## src/rtl/synth_pkg.sv

```systemverilog
`default_nettype none
// ============================================================================
//  Package     : synth_pkg
//  Description : Shared constants and helpers for the phase modulation pipe.
//  Revision    : 1.0 - initial release
// ============================================================================
package synth_pkg;

    localparam int SCALAR_W    = 8;
    localparam int SCALAR_FRAC = 4;
    localparam logic [SCALAR_W-1:0] SCALAR_ONE = 8'h10;

    function automatic int clog2_safe(input int n);
        return (n < 2) ? 1 : $clog2(n);
    endfunction

endpackage
`default_nettype wire

```

## src/rtl/pm_scalar_regfile.sv

```systemverilog
`default_nettype none
// ============================================================================
//  Module      : pm_scalar_regfile
//  Description : Per-voice Q4.4 modulation index registers, sync write,
//                async read, out-of-range addresses read as unity.
//  Revision    : 1.0 - initial release
// ============================================================================
module pm_scalar_regfile
    import synth_pkg::*;
#(
    parameter int NUM_VOICES = 8,
    parameter int AW         = 3
) (
    input  logic                clk,
    input  logic                rst,
    input  logic                i_we,
    input  logic [AW-1:0]       i_waddr,
    input  logic [SCALAR_W-1:0] i_wdata,
    input  logic [AW-1:0]       i_raddr,
    output logic [SCALAR_W-1:0] o_rdata
);

    localparam logic [AW:0] c_NV = (AW+1)'(NUM_VOICES);

    logic [SCALAR_W-1:0] r_mem [NUM_VOICES];
    logic                w_wr_ok;
    logic                w_rd_ok;

    assign w_wr_ok = ({1'b0, i_waddr} < c_NV);
    assign w_rd_ok = ({1'b0, i_raddr} < c_NV);

    always_ff @(posedge clk) begin
        if (rst) begin
            for (int v = 0; v < NUM_VOICES; v++) begin
                r_mem[v] <= SCALAR_ONE;
            end
        end else if (i_we && w_wr_ok) begin
            r_mem[i_waddr] <= i_wdata;
        end
    end

    assign o_rdata = w_rd_ok ? r_mem[i_raddr] : SCALAR_ONE;

endmodule
`default_nettype wire

```

## src/rtl/phase_modulate_pipe.sv

```systemverilog
`default_nettype none
// ============================================================================
//  Module      : phase_modulate_pipe
//  Description : 3-stage multi-voice phase modulator:
//                tw + tw * mod * scalar[voice], with stall-on-backpressure.
//  Revision    : 1.0 - initial release
// ============================================================================
module phase_modulate_pipe
    import synth_pkg::*;
#(
    parameter int NUM_BITS   = 32,
    parameter int WI         = 2,
    parameter int WF         = 16,
    parameter int NUM_VOICES = 8,
    parameter bit SATURATE   = 1'b1
) (
    input  logic                               clk,
    input  logic                               rst,
    input  logic                               in_valid,
    output logic                               in_ready,
    input  logic [clog2_safe(NUM_VOICES)-1:0]  in_voice,
    input  logic [NUM_BITS-1:0]                tuning_word,
    input  logic [WI+WF-1:0]                   mod_signal,
    input  logic                               scalar_we,
    input  logic [clog2_safe(NUM_VOICES)-1:0]  scalar_addr,
    input  logic [SCALAR_W-1:0]                scalar_data,
    output logic                               out_valid,
    input  logic                               out_ready,
    output logic [clog2_safe(NUM_VOICES)-1:0]  out_voice,
    output logic [NUM_BITS-1:0]                modulated_tuning_word,
    output logic                               ovf
);

    localparam int c_AW  = clog2_safe(NUM_VOICES);
    localparam int c_MW  = WI + WF;
    localparam int c_P0W = NUM_BITS + 1 + c_MW;
    localparam int c_D0W = NUM_BITS + WI + 1;
    localparam int c_P1W = c_D0W + SCALAR_W + 1;
    localparam int c_D1W = NUM_BITS + WI + 6;
    localparam int c_SW  = c_D1W + 1;

    logic                       w_ce;
    logic [SCALAR_W-1:0]        w_scalar;
    logic signed [c_P0W-1:0]    w_p0;
    logic signed [c_D0W-1:0]    w_d0;
    logic signed [c_P1W-1:0]    w_p1;
    logic signed [c_D1W-1:0]    w_d1;
    logic signed [c_SW-1:0]     w_s;
    logic                       w_neg;
    logic                       w_hi;
    logic                       w_ovf;
    logic [NUM_BITS-1:0]        w_res;

    logic                       r1_valid;
    logic [c_AW-1:0]            r1_voice;
    logic [NUM_BITS-1:0]        r1_tw;
    logic [SCALAR_W-1:0]        r1_scalar;
    logic signed [c_D0W-1:0]    r1_d0;

    logic                       r2_valid;
    logic [c_AW-1:0]            r2_voice;
    logic [NUM_BITS-1:0]        r2_tw;
    logic signed [c_D1W-1:0]    r2_d1;

    logic                       r_out_valid;
    logic [c_AW-1:0]            r_out_voice;
    logic [NUM_BITS-1:0]        r_out_word;
    logic                       r_ovf;

    // A stalled output freezes every stage; bubbles are never squeezed out.
    assign w_ce     = ~r_out_valid | out_ready;
    assign in_ready = w_ce;

    pm_scalar_regfile #(
        .NUM_VOICES (NUM_VOICES),
        .AW         (c_AW)
    ) u_scalar_rf (
        .clk     (clk),
        .rst     (rst),
        .i_we    (scalar_we),
        .i_waddr (scalar_addr),
        .i_wdata (scalar_data),
        .i_raddr (in_voice),
        .o_rdata (w_scalar)
    );

    assign w_p0 = c_P0W'($signed({1'b0, tuning_word})) * c_P0W'($signed(mod_signal));
    assign w_d0 = c_D0W'(w_p0 >>> WF);

    assign w_p1 = c_P1W'(r1_d0) * c_P1W'($signed({1'b0, r1_scalar}));
    assign w_d1 = c_D1W'(w_p1 >>> SCALAR_FRAC);

    assign w_s   = c_SW'($signed({1'b0, r2_tw})) + c_SW'(r2_d1);
    assign w_neg = w_s[c_SW-1];
    assign w_hi  = ~w_neg & (|w_s[c_SW-2:NUM_BITS]);
    assign w_ovf = w_neg | w_hi;

    if (SATURATE) begin : g_sat
        assign w_res = w_neg ? '0 : (w_hi ? '1 : w_s[NUM_BITS-1:0]);
    end else begin : g_wrap
        assign w_res = w_s[NUM_BITS-1:0];
    end

    always_ff @(posedge clk) begin
        if (rst) begin
            r1_valid    <= 1'b0;
            r1_voice    <= '0;
            r1_tw       <= '0;
            r1_scalar   <= '0;
            r1_d0       <= '0;
            r2_valid    <= 1'b0;
            r2_voice    <= '0;
            r2_tw       <= '0;
            r2_d1       <= '0;
            r_out_valid <= 1'b0;
            r_out_voice <= '0;
            r_out_word  <= '0;
            r_ovf       <= 1'b0;
        end else if (w_ce) begin
            r1_valid    <= in_valid;
            r2_valid    <= r1_valid;
            r_out_valid <= r2_valid;
            if (in_valid) begin
                r1_voice  <= in_voice;
                r1_tw     <= tuning_word;
                r1_scalar <= w_scalar;
                r1_d0     <= w_d0;
            end
            if (r1_valid) begin
                r2_voice <= r1_voice;
                r2_tw    <= r1_tw;
                r2_d1    <= w_d1;
            end
            if (r2_valid) begin
                r_out_voice <= r2_voice;
                r_out_word  <= w_res;
                r_ovf       <= w_ovf;
            end
        end
    end

    assign out_valid             = r_out_valid;
    assign out_voice             = r_out_voice;
    assign modulated_tuning_word = r_out_word;
    assign ovf                   = r_ovf;

endmodule
`default_nettype wire

```

## config.mk

```make
export PLATFORM = sky130hd
export DESIGN_NAME = phase_modulate_pipe
export DESIGN_NICKNAME = d
export VERILOG_FILES = /design/src/rtl/synth_pkg.sv /design/src/rtl/pm_scalar_regfile.sv /design/src/rtl/phase_modulate_pipe.sv
export SDC_FILE = /design/constraint.sdc
export NUM_CORES = 2
export LEC_CHECK = 0
export ABC_AREA = 1
export BUFFER_PORTS_ARGS = -buffer_cell sky130_fd_sc_hd__clkbuf_2
export CORE_UTILIZATION = 60
export DETAILED_ROUTE_END_ITERATION = 12
export GPL_TIMING_DRIVEN = 0
export PLACE_DENSITY = 0.84
export SLEW_MARGIN = 20
export SYNTH_ARGS = -nofsm -noshare
export SYNTH_HDL_FRONTEND = slang
export SYNTH_HIERARCHICAL = 1
export SYNTH_SLANG_ARGS = --single-unit
```

## constraint.sdc

```tcl
create_clock -name clk -period 6.9 [get_ports clk]
set_input_delay 0.69 -clock clk [delete_from_list [all_inputs] [get_ports clk]]
set_output_delay 0.69 -clock clk [all_outputs]
set_load 0.01 [all_outputs]
```

# [Word-level counts from Yosys, hierarchy flattened]
# Memory sizes are Yosys's and may differ from the RTL's. A register that Yosys moved wholly into a read port is not among the register bits.
# Cells that the tools add are included.
[op_classes] bitwise=5 mux=10 add_sub_neg=1 multipliers=2 n_reduce_logical=5
[op_table] cell="32-bit two-way mux" count=2
[op_table] cell="33-bit by 18-bit multiplier with 51-bit output" count=1
[op_table] cell="35-bit by 9-bit multiplier with 44-bit output" count=1
[op_table] cell="33-bit by 40-bit adder with 41-bit output" count=1
[op_table] cell="8-bit OR reduction" count=2
[op_table] cell="8-bit two-way mux" count=1
[op_table] cell="1-bit two-way mux" count=6
[op_table] cell="2-bit AND reduction" count=3
[op_table] cell="3-bit two-way mux" count=1
[op_table] cell="1-bit NOT" count=2
[op_table] cell="1-bit OR" count=2
[op_table] cell="1-bit AND" count=1
[word_totals] output_inout_bits=38 mem_bits_rw=64 reg_bits=184 elab_cells=36 mem_count=1
[memory_table] name="u_scalar_rf.r_mem" depth=8 width=8 rd=1 rd_ports_with_merged_regs=1 write_ports=8 line="pm_scalar_regfile.sv:25" text="logic [SCALAR_W-1:0] r_mem [NUM_VOICES];"

# [Depth between registers and ports, before layout]
[depth] word_depth=5 depth_mapped=33 depth_no_buf=31

# [Cells and area by module]
# Netlist, hierarchy kept.
[modules_own_cells] mod="phase_modulate_pipe" n_inst=1 cells_per_inst=5590 seq_area_each_um2=3843.7 area_per_inst_um2=39862.0
[modules_own_cells] mod="pm_scalar_regfile" n_inst=1 cells_per_inst=379 seq_area_each_um2=1921.8 area_per_inst_um2=3270.6

# [Least setup slack after synthesis]
# No wires, ideal clock.
[synth_timing] path_kind="input port to flip-flop" startpoint="input tuning_word[7]" endpoint="register r1_d0[15]" setup_ps=115 cell_stages=26 path_slack_ps=721 required_time_ps=6785 arrival_time_ps=6063 path_cell_list="clkbuf_1 -> clkbuf_1 -> nand2_1 -> fa_1 -> inv_1 -> fa_1 -> inv_1 -> fa_1 -> inv_1 -> fa_1 -> fa_1 -> inv_1 -> fa_1 -> inv_1 -> ha_1 -> nand2_1 -> nor2_1 -> inv_1 -> nor2_1 -> inv_1 -> nor4_1 -> a21oi_1 -> o21ai_0 -> xor2_1 -> o21ai_0 -> inv_1"
[synth_between] elab_chain_len=1
[synth_rtl] element="start: declaration" line="phase_modulate_pipe.sv:22" text="input logic [NUM_BITS-1:0] tuning_word,"
[synth_rtl] element="33-bit by 18-bit multiplier with 51-bit output" line="phase_modulate_pipe.sv:87" text="assign w_p0 = c_P0W'($signed({1'b0, tuning_word})) * c_P0W'($signed(mod_signal));"
[synth_rtl] element="end signal: assignment" line="phase_modulate_pipe.sv:127" text="r1_d0 <= w_d0;"
[synth_rtl] element="end: declaration" line="phase_modulate_pipe.sv:58" text="logic signed [c_D0W-1:0] r1_d0;"
# No other way between the ends.
# A chain may end at the register's enable or synchronous reset.

# [Final worst setup path]
[layout_timing] startpoint="input tuning_word[24]" endpoint="register r1_d0[28]"
# Same word-level chain as after synthesis.

==> metrics <==
DP HPWL=about 110 mm; final setup fails=0; # fillers=around 6100; Final period util=between 90% and 100%; cts bufs inserted=26; startpoint types=primary input; first-pass GRT wire length=a little over 200 mm; Post-synth top flop=dfxtp_1; io pins=between 100 and 150; P&R area growth vs syn=5.941%; core footprint=~71000 um^2; minimum clock period after layout=around 6.7 ns; register area=just under 6000 um^2; endpoint type of the worst setup path=register; CP Data Required Time=7.40 ns; # port buffers=74; Avg Inst Size Synth=about 7.2 um^2; number of clock sinks=between 200 and 300; DR vias/cell=between 5 and 6; Die Area=72960 um^2; vias in the first global route=about 39000; share of cells above drive strength 1=under 10%; yosys warns=6; GR Overflow Total=0; hold-fix buffers at CTS=0; Critical Path AT=approximately 7.2 ns; fraction of registers with async set/reset=0%; worst min path class=primary input to register; GPL Wtd Cong=~1.1; Setup Skew=approximately 0.011 ns; number of synthesized flops with an enable pin=64; largest net degree at the start of global routing=16; Hold Vio Cnt, Final=0; DR iter-0 viols=3477; count of cell types in the netlist=50; critical path type=primary input to register; Tightest Pin Transition=approximately 0.95 ns; area of the multi-input gates=30130 um^2; status=completed; initial antenna violation count=3; post-synthesis sequential area ratio=about an eighth; final routed DRC violation total=0; Max H-tree Level=1; Die H=between 200 and 300 um; Max Fclk=roughly 150 MHz; all-layer global routing usage=36.76%; via count=between 30000 and 40000; CTS max path bufs=3; Syn Nets=7007; TritonRoute pass-1 iters=6; Post-Syn Instances=slightly below 6000; crit-path max FO=10; Syn Std Cell Area=~43000 um^2; clock tree from TritonCTS=yes; setup TNS=0 ns; width of the die=between 200 and 300 um; Worst-Skew Late Latency=0.56 ns; clock transition at the registers of the reported paths=0.06 ns; postcts setup bufs=0; #FFs+latches synth=about 260; Routed WL=roughly 130 mm; max-cap viol count=0; Final Max Slew Viols=0; nets@finish=between 7000 and 8000; starting density of the core=between 60 and 70%; clock root buffer=clkbuf_16; Hold WS=roughly 0.46 ns; Worst slew margin=36.94%; drt wl/cell=18.76 um; # rows=97; Post-DRT Antenna Nets=0
==> synthesized netlist by cell type, types with 2 or more instances <==
library cell  count  area [um^2]
nand2_1        1424         5345
fa_1            696        13930
clkbuf_1        212        795.8
o31ai_1           2        15.01
a21boi_0          3        22.52
o21ai_1          10        50.05
nand3_2           7        70.07
a211oi_1          3        22.52
nand2_4          10        112.6
a31oi_1          32        200.2
a21oi_2          32        280.3
buf_6             4        45.04
nor3_2            2        20.02
o211ai_1         17        127.6
edfxtp_1         64         1922
nor2_1          520         1952
clkinv_1          2        7.510
nand3_1         124        620.6
o21a_1           16        120.1
a21oi_1         161        805.8
or2_2            12        75.07
inv_2            10        37.54
buf_4             2        15.01
nor3_1           14        70.07
a21o_1           13        97.59
nand2_2          71        444.2
buf_2             8        40.04
inv_1          1635         6137
and3_1            6        37.54
nor2_2           14        87.58
nor2_4            5        56.30
xor2_1           50        437.9
o21bai_1         13        97.59
a221oi_1          3        26.28
o21ai_0         205         1026
nand4_1          22        137.6
and2_1            2        12.51
nor4_1            6        37.54
xnor2_1          29        254.0
buf_1            29        108.9
ha_1            273         3416
o221ai_1          5        43.79
dfxtp_1         192         3844
buf_12            3        60.06
==> flip-flops by register name, indices dropped and copies added (netlist names) <==
| signal | flops |
|---|---|
| u_scalar_rf/r_mem | 64 |
| r2_d1 | 40 |
| r1_d0 | 35 |
| modulated_tuning_word | 32 |
| r1_tw | 32 |
| r2_tw | 32 |
| r1_scalar | 8 |
| out_voice | 3 |
| r1_voice | 3 |
| r2_voice | 3 |
| out_valid | 1 |
| ovf | 1 |
| r1_valid | 1 |
| r2_valid | 1 |
==> per-layer routing <==
metal	wire (um)	global-route usage, %	vias up
met5	11	0	-
met4	9704	21.85	2
met3	14320	7.157	517
met2	59550	59.81	2155
met1	48440	45.45	18162
li1	-	-	17488
==> cell usage in the layout, fill, tap and decap left out, types with 71 or more instances in the layout <==
master and n:
nand2_2 71, o21ai_0 205, a21oi_1 161, ha_1 273
nand2_1 1424, inv_1 1636, dfxtp_1 192, clkbuf_2 146
nand3_1 124, fa_1 696, nor2_1 520, clkbuf_1 150
==> timing repair <==
item / in CTS / in global routing
endpoints found under the setup margin: 13 / 22
gates resized for setup: 13 / 143
pin swaps: 0 / 0
cloned: 0 / 0
==> final timing paths <==
kind	start	end	slack [ns]	cells past startpoint
setup / recovery	tuning_word[24]	r1_d0[28]	0.20	24
hold / removal	out_ready	r1_valid	0.46	4
setup reg to reg	r1_scalar[0]	r2_d1[18]	0.76	18
hold reg to reg	r1_valid	r1_valid	0.47	2
==> worst max-delay path: stages <==
cell and delay (ns):
clkdlybuf4s15_1 0.66, clkbuf_2 0.43, nand2_1 0.13, fa_1 0.53, fa_1 0.53, fa_1 0.52
inv_1 0.06, fa_1 0.49, fa_1 0.49, inv_1 0.05, fa_1 0.47, inv_1 0.04
ha_1 0.40, nand2_1 0.13, nor2_1 0.12, inv_1 0.08, nor2_1 0.16, nand3_1 0.09
o21ai_1 0.30, nand3_1 0.23, o21ai_1 0.24, xor2_1 0.19, o21ai_1 0.08, inv_1 0.07
==> stage by stage <==
step,instance area (um^2),utilization [%],std cells,setup slack [ns]
after CTS,45570,64.52,7030,0.008829
after global placement,44680,63.25,6983,-0.8393
after detailed placement,44680,63.25,6983,-0.8272
after global routing,45680,64.66,7029,-0.0007363
final,45700,64.69,7037,0.2025
after floorplan,43130,-,5969,0.7211
==> cell type report <==
class	count	share of cell area (%)
multi-input cells	3808	65.93
flip-flops and latches	256	12.62
inverters	1647	13.53
diodes	8	0.04381
plain buffers	257	2.579
clock buffers	33	1.594
well taps	940	2.574
clock inverters	14	0.3231
repair buffers	74	0.8105
==> kinds of logic (layout without fill, tap and decap cells) <==
group,Yosys count,after routing,synth area share [%]
AOI/OAI and AO/OA,518,518,6.872
xor gates and xnor gates,79,79,1.604
adders and majority gates,969,969,40.22
buffers and inverters,1905,2025,16.80
DFF,256,256,13.37
other,0,8,0
and+or+nand+nor,2242,2242,21.13
Power is not shown: default switching activity piles up to over one toggle a cycle in this logic, so the estimate is an artifact.
